[src/rtl/fetch_pkg.sv]
// fetch_pkg: shared state encoding and word constants for the fetch stage
package fetch_pkg;
    localparam int WORD_W = 32;
    localparam logic [WORD_W-1:0] PC_STEP = 32'd4;
    typedef enum logic [1:0] {
        IDLE  = 2'd0,
        FETCH = 2'd1,
        ISSUE = 2'd2,
        ERROR = 2'd3
    } state_t;
endpackage

[src/rtl/pc_unit.sv]
// pc_unit: load-enabled program counter with sequential/redirect next-PC mux
module pc_unit
    import fetch_pkg::*;
#(
    parameter logic [WORD_W-1:0] PC_RESET = 32'h0000_0000
) (
    input  logic              CLK,
    input  logic              reset,
    input  logic              load,
    input  logic              branch_en,
    input  logic [WORD_W-1:0] branch_target,
    output logic [WORD_W-1:0] pc,
    output logic [WORD_W-1:0] pc_plus4
);
    logic [WORD_W-1:0] pc_next;

    assign pc_plus4 = pc + PC_STEP;
    // Masking both legs keeps the target word-aligned; pc_plus4 is already aligned.
    assign pc_next = (branch_en ? branch_target : pc_plus4) & ~32'h3;

    always_ff @(posedge CLK)
        if (reset)
            pc <= PC_RESET;
        else if (load)
            pc <= pc_next;
endmodule

[src/rtl/instr_fetch.sv]
// instr_fetch: PC, imem request/ready handshake, instruction capture and timeout
module instr_fetch
    import fetch_pkg::*;
#(
    parameter logic [WORD_W-1:0] PC_RESET = 32'h0000_0000,
    parameter int                WAIT_MAX = 15
) (
    input  logic              CLK,
    input  logic              reset,
    input  logic              stall,
    input  logic              branch_en,
    input  logic [WORD_W-1:0] branch_target,
    output logic              imem_req,
    output logic [WORD_W-1:0] imem_addr,
    input  logic              imem_ready,
    input  logic [WORD_W-1:0] imem_rdata,
    output logic [WORD_W-1:0] instr,
    output logic              instr_load,
    output logic [WORD_W-1:0] pc,
    output logic [WORD_W-1:0] pc_plus4,
    output logic              fetch_err
);
    localparam logic [7:0] WAIT_LAST = 8'(WAIT_MAX - 1);

    state_t     state, state_n;
    logic [7:0] wait_cnt;
    logic       pc_load, capture, timeout;

    pc_unit #(.PC_RESET(PC_RESET)) u_pc (
        .CLK          (CLK),
        .reset        (reset),
        .load         (pc_load),
        .branch_en    (branch_en),
        .branch_target(branch_target),
        .pc           (pc),
        .pc_plus4     (pc_plus4)
    );

    assign imem_addr = pc;

    always_ff @(posedge CLK)
        if (reset) begin
            state     <= IDLE;
            wait_cnt  <= '0;
            instr     <= '0;
            fetch_err <= 1'b0;
        end else begin
            state     <= state_n;
            wait_cnt  <= capture ? '0 : (state == FETCH && !timeout) ? wait_cnt + 8'd1 : wait_cnt;
            instr     <= capture ? imem_rdata : instr;
            fetch_err <= fetch_err | timeout;
        end

    always_comb begin
        state_n    = state;
        imem_req   = 1'b0;
        instr_load = 1'b0;
        pc_load    = 1'b0;
        capture    = 1'b0;
        timeout    = 1'b0;
        unique case (state)
            IDLE:  state_n = FETCH;
            FETCH: begin
                imem_req = 1'b1;
                capture  = imem_ready;
                timeout  = !imem_ready && wait_cnt == WAIT_LAST;
                state_n  = imem_ready ? ISSUE : timeout ? ERROR : FETCH;
            end
            ISSUE: begin
                instr_load = !stall;
                pc_load    = !stall;
                state_n    = stall ? ISSUE : FETCH;
            end
            ERROR: state_n = ERROR;
        endcase
    end
endmodule

[config.mk]
export PLATFORM = sky130hd
export DESIGN_NAME = instr_fetch
export DESIGN_NICKNAME = d
export VERILOG_FILES = /design/src/rtl/fetch_pkg.sv /design/src/rtl/pc_unit.sv /design/src/rtl/instr_fetch.sv
export SDC_FILE = /design/constraint.sdc
export NUM_CORES = 1
export LEC_CHECK = 0
export CAP_MARGIN = 40
export CORE_MARGIN = 2
export CORE_UTILIZATION = 40
export CTS_CLUSTER_DIAMETER = 40
export CTS_CLUSTER_SIZE = 40
export DETAILED_ROUTE_END_ITERATION = 16
export MAX_ROUTING_LAYER = met4
export PLACE_DENSITY = 0.78
export RECOVER_POWER = 50
export SLEW_MARGIN = 20
export SYNTH_ARGS = -nofsm -noshare
export SYNTH_HDL_FRONTEND = slang
export SYNTH_SLANG_ARGS = --single-unit
export TNS_END_PERCENT = 100
[constraint.sdc]
create_clock -name CLK -period 3.1 [get_ports CLK]
set_input_delay 0.62 -clock CLK [delete_from_list [all_inputs] [get_ports CLK]]
set_output_delay 0.62 -clock CLK [all_outputs]
set_load 0.05 [all_outputs]
After elaboration in Yosys (flattened, before gate mapping)
Cells that the tools add are included.
Word-level totals
  bits in registers: 73
  input port bits: 69
  word-level logic and storage cells: 28
Operators by class
  add/subtract/negate cells: 2
  equality and inequality tests: 4
  mux-type cells: 9
  bitwise operators: 1
  reductions and logical operators: 7
Operators by type and width (count)
  $add A32 B3 Y32 const B: 1
  $mux W32: 1
  $add A8 B1 Y8 const B: 1
  $eq A8 B4 Y1 const B: 1
  $pmux W2 S4: 1
  $mux W2: 3
  $eq A2 B2 Y1 const B: 2
  $mux W1: 4
  $logic_not A1 Y1: 3
  $eq A2 B1 Y1 const B: 1
  $logic_and A1 B1 Y1: 2
  $logic_not A2 Y1: 1
  $reduce_or A2 Y1: 1
  $or A1 B1 Y1: 1

Depth between registers and ports, before layout
  word-level depth: 5
  mapped depth: 7

By module
A second synthesis with hierarchy kept.
Second synthesis, totals
  cell total of the unflattened synthesis: 545
  area, all modules: 4291.6 sq um
Modules (own cells, without submodules)
  pc_unit: instances 1, cells each 309, area an instance 2349.8 sq um, sequential area each 600.6 sq um
  instr_fetch: instances 1, cells each 236, area an instance 1941.9 sq um, sequential area each 860.8 sq um

Worst setup path before layout
No wires, ideal clock.
  path type: reg2out
  from: reg u_pc.pc[2]
  to: out pc_plus4[26]
  arrival time: 2.894 ns
  slack: -0.414 ns
  cell stages (with the launch flop): 7
  buffers on the path: 1
  cell sequence: dfxtp_1 > ha_1 > nand3_4 > or4_1 > buf_2 > nor4_2 > xor2_1
On the way
  word-level cells in the longest chain between the ends: 1
RTL lines
  from (decl): line pc_unit.sv:12  | output logic [WORD_W-1:0] pc,
  from (signal assigned): line pc_unit.sv:25  | pc <= pc_next;
  $add A32 B3 Y32: line pc_unit.sv:17  | assign pc_plus4 = pc + PC_STEP;
  to (decl): line instr_fetch.sv:20  | output logic [WORD_W-1:0] pc_plus4,
No other way between the ends.

Worst setup path in the final report
  from: reg u_pc.pc[11]
  to: out pc_plus4[30]
Same word-level chain as after synthesis.

==> impl_metrics.env <==
export IMPL_status="finished, final reports clean"
export IMPL_nNetsFinal=775
export IMPL_avgRoutedWirePerCell_um=15.6
export IMPL_hold_violations=0
export IMPL_clock_path_buffers=2
export IMPL_setup_viol=0
export IMPL_critPathKind="reg -> out"
export IMPL_async_reset_ff_share_pct=0
export IMPL_dp_cells=826
export IMPL_critPathRequiredTime_ps=2480
export IMPL_holdCritPathClass="reg -> reg"
export IMPL_synthTopCellsByArea="dfxtp_1 (35%), nand2_1 (8.6%), a21oi_1 (7.0%)"
export IMPL_cts_tree="yes"
export IMPL_die_area_um2=11300
export IMPL_antenna_found_initial=0
export IMPL_avgViaCountPerCell=5.37
export IMPL_postRouteAntennaNets=0
export IMPL_grt_util_all_layers_pct=23.7
export IMPL_synth_edf_count=0
export IMPL_period_minus_slack_ps=2980
export IMPL_yosysTopAreaCellShare_pct=35.0
export IMPL_synth_area_um2=4180
export IMPL_crit_fanout=9
export IMPL_via_count=4534
export IMPL_port_buffers=191
export IMPL_wirelength_um=13200
export IMPL_cts_buffers=9
export IMPL_gp_congestion=0.847
export IMPL_drt_iter0_drc=199
export IMPL_placement_cell_area_um2=6320
export IMPL_overflow=0
export IMPL_ys_types=54
export IMPL_arrival_ps=2360
export IMPL_h_tree_depth=3
export IMPL_cts_clk_slew_worst_paths_ps=80
export IMPL_rsz0062_at_grt="yes"
export IMPL_yosys_area_top_type="dfxtp_1"
export IMPL_drc=0
export IMPL_yosysSeqAreaShare_pct=35.0
export IMPL_drv_cap=0
export IMPL_period_share_pct=96.3
export IMPL_ir_worst_vdd_mv=0.304
export IMPL_synth_top_flop_cell="dfxtp_1"
export IMPL_std_cell_rows=37
export IMPL_ys_seq_elements=73
export IMPL_pwr_density_cell_nw_per_um2=348
export IMPL_fin_area_um2=6540
export IMPL_yosysMostFrequentCell="nand2_1"
export IMPL_insertion_delay_ps=340
export IMPL_fp_dieH_um=106
export IMPL_grt_pass1_wl_um=21100
export IMPL_finalNonFillerCells=844
export IMPL_grt_start_max_net_pins=36
export IMPL_dpl_hpwl_um=9700
export IMPL_drv_slew=0
export IMPL_yosysWarnings=0
export IMPL_cts_sinks=73
export IMPL_firstDrtPassIters=4
export IMPL_grt_pass1_vias=4342
export IMPL_drive_above_1_share_pct=13.7
export IMPL_coreArea_um2=10200
export IMPL_die_w_um=106
export IMPL_initial_utilization_pct=40.8
export IMPL_io_pins=200
export IMPL_power_leakage_nw=2.49
export IMPL_slew_headroom_pct=11.8
export IMPL_area_growth_pct=56.6
export IMPL_max_clock_freq_ghz=0.335
export IMPL_root_buffer="clkbuf_8"
export IMPL_postSynthAreaPerCell_um2=7.65
export IMPL_antenna_cells=0
export IMPL_synthCells=546
export IMPL_cp_end_kind="output pin"
export IMPL_finalHoldWorstSlack_ps=451
export IMPL_synth_common_cells="nand2_1 (96), dfxtp_1 (73), a21oi_1 (58)"
export IMPL_tightest_slew_ps=1320
export IMPL_skew_ps=8.19
export IMPL_cp_start_kind="register"
layer usage:
layer	share of wire (%)	vias to the layer above	GRT usage (%)
met1	42	2132	28.9
met4	1.3	0	8.74
met5	0	-	-
li1	-	2160	-
met2	49	228	38.7
met3	8.0	14	4.97
critical path, stage by stage (launching register included):
cell	delay [ps]
dfxtp_2	420
nand4_1	270
or4_4	680
nor4_4	260
xor2_2	220
buf_12	160
cell usage in the layout (no fill, tap or decap), types with 12 or more instances in the layout:
| cell | count |
|---|---|
| nand2_1 | 96 |
| a31oi_1 | 15 |
| buf_12 | 22 |
| nand4_1 | 12 |
| nand3_1 | 18 |
| xor2_1 | 16 |
| nor3_1 | 12 |
| clkdlybuf4s50_1 | 129 |
| dlygate4sd3_1 | 35 |
| dfxtp_1 | 66 |
| buf_4 | 24 |
| nor2_1 | 36 |
| o21ai_0 | 15 |
| a21oi_1 | 58 |
power breakdown:
group          total [mW]  internal, mW  switching (mW)
Clock               0.751         0.372           0.379
Combinational       0.518         0.203           0.315
Sequential           1.00         0.971          0.0343
through the flow:
step | util, % | power (mW) | TNS (ps) | setup slack, ps
floorplan | - | 1.34 | -183 | -70.3
detailed placement | 61.8 | 1.55 | 0 | 174
CTS | 63.9 | 2.31 | 0 | 3.13
global placement | 61.6 | 1.54 | 0 | 240
global route | 63.9 | 2.38 | -46.1 | -21.9
finish | 63.9 | 2.27 | 0 | 116
registers in the layout, indices dropped and copies added (netlist names):
name,count
wait_cnt,8
fetch_err,1
instr,32
u_pc.pc,30
state,2
kinds of logic after synthesis:
| logic type | count (synthesis) | share of synthesized area (%) |
|---|---|---|
| fa+ha+maj | 3 | 0.899 |
| compound gates | 112 | 15.8 |
| xor+xnor | 35 | 7.34 |
| flops | 73 | 35.0 |
| buf+inv | 84 | 11.0 |
| simple gates | 232 | 28.5 |
| mux | 6 | 1.44 |
| other cells | 1 | 0.0898 |
path summary, 6_finish.rpt:
check	start	endpoint	slack, ps	cells past startpoint
worst max-delay path	u_pc.pc[11]	pc_plus4[30]	120	5
worst max register to register	u_pc.pc[14]	u_pc.pc[28]	770	5
worst min-delay path	instr[16]	instr[16]	450	2
worst min register to register	instr[16]	instr[16]	450	2
area by class of cell:
| class | count | area (µm²) |
|---|---|---|
| Tap cell | 136 | 170 |
| Fill cell | 899 | 3690 |
| Timing Repair Buffer | 217 | 2300 |
| Multi-Input combinational cell | 394 | 2370 |
| Clock buffer | 9 | 124 |
| Inverter | 8 | 30.0 |
| Sequential cell | 73 | 1470 |
| Clock inverter | 7 | 70.1 |
what timing repair did:
action | CTS | global route
pin swaps | 0 | 2
gates resized for setup | 5 | 1
cloned | 0 | 0
hold buffers | 0 | 0
buffers inserted | 0 | 2
setup endpoints to repair | 3 | 7
No activity file was read; power rests on OpenSTA's default activity.
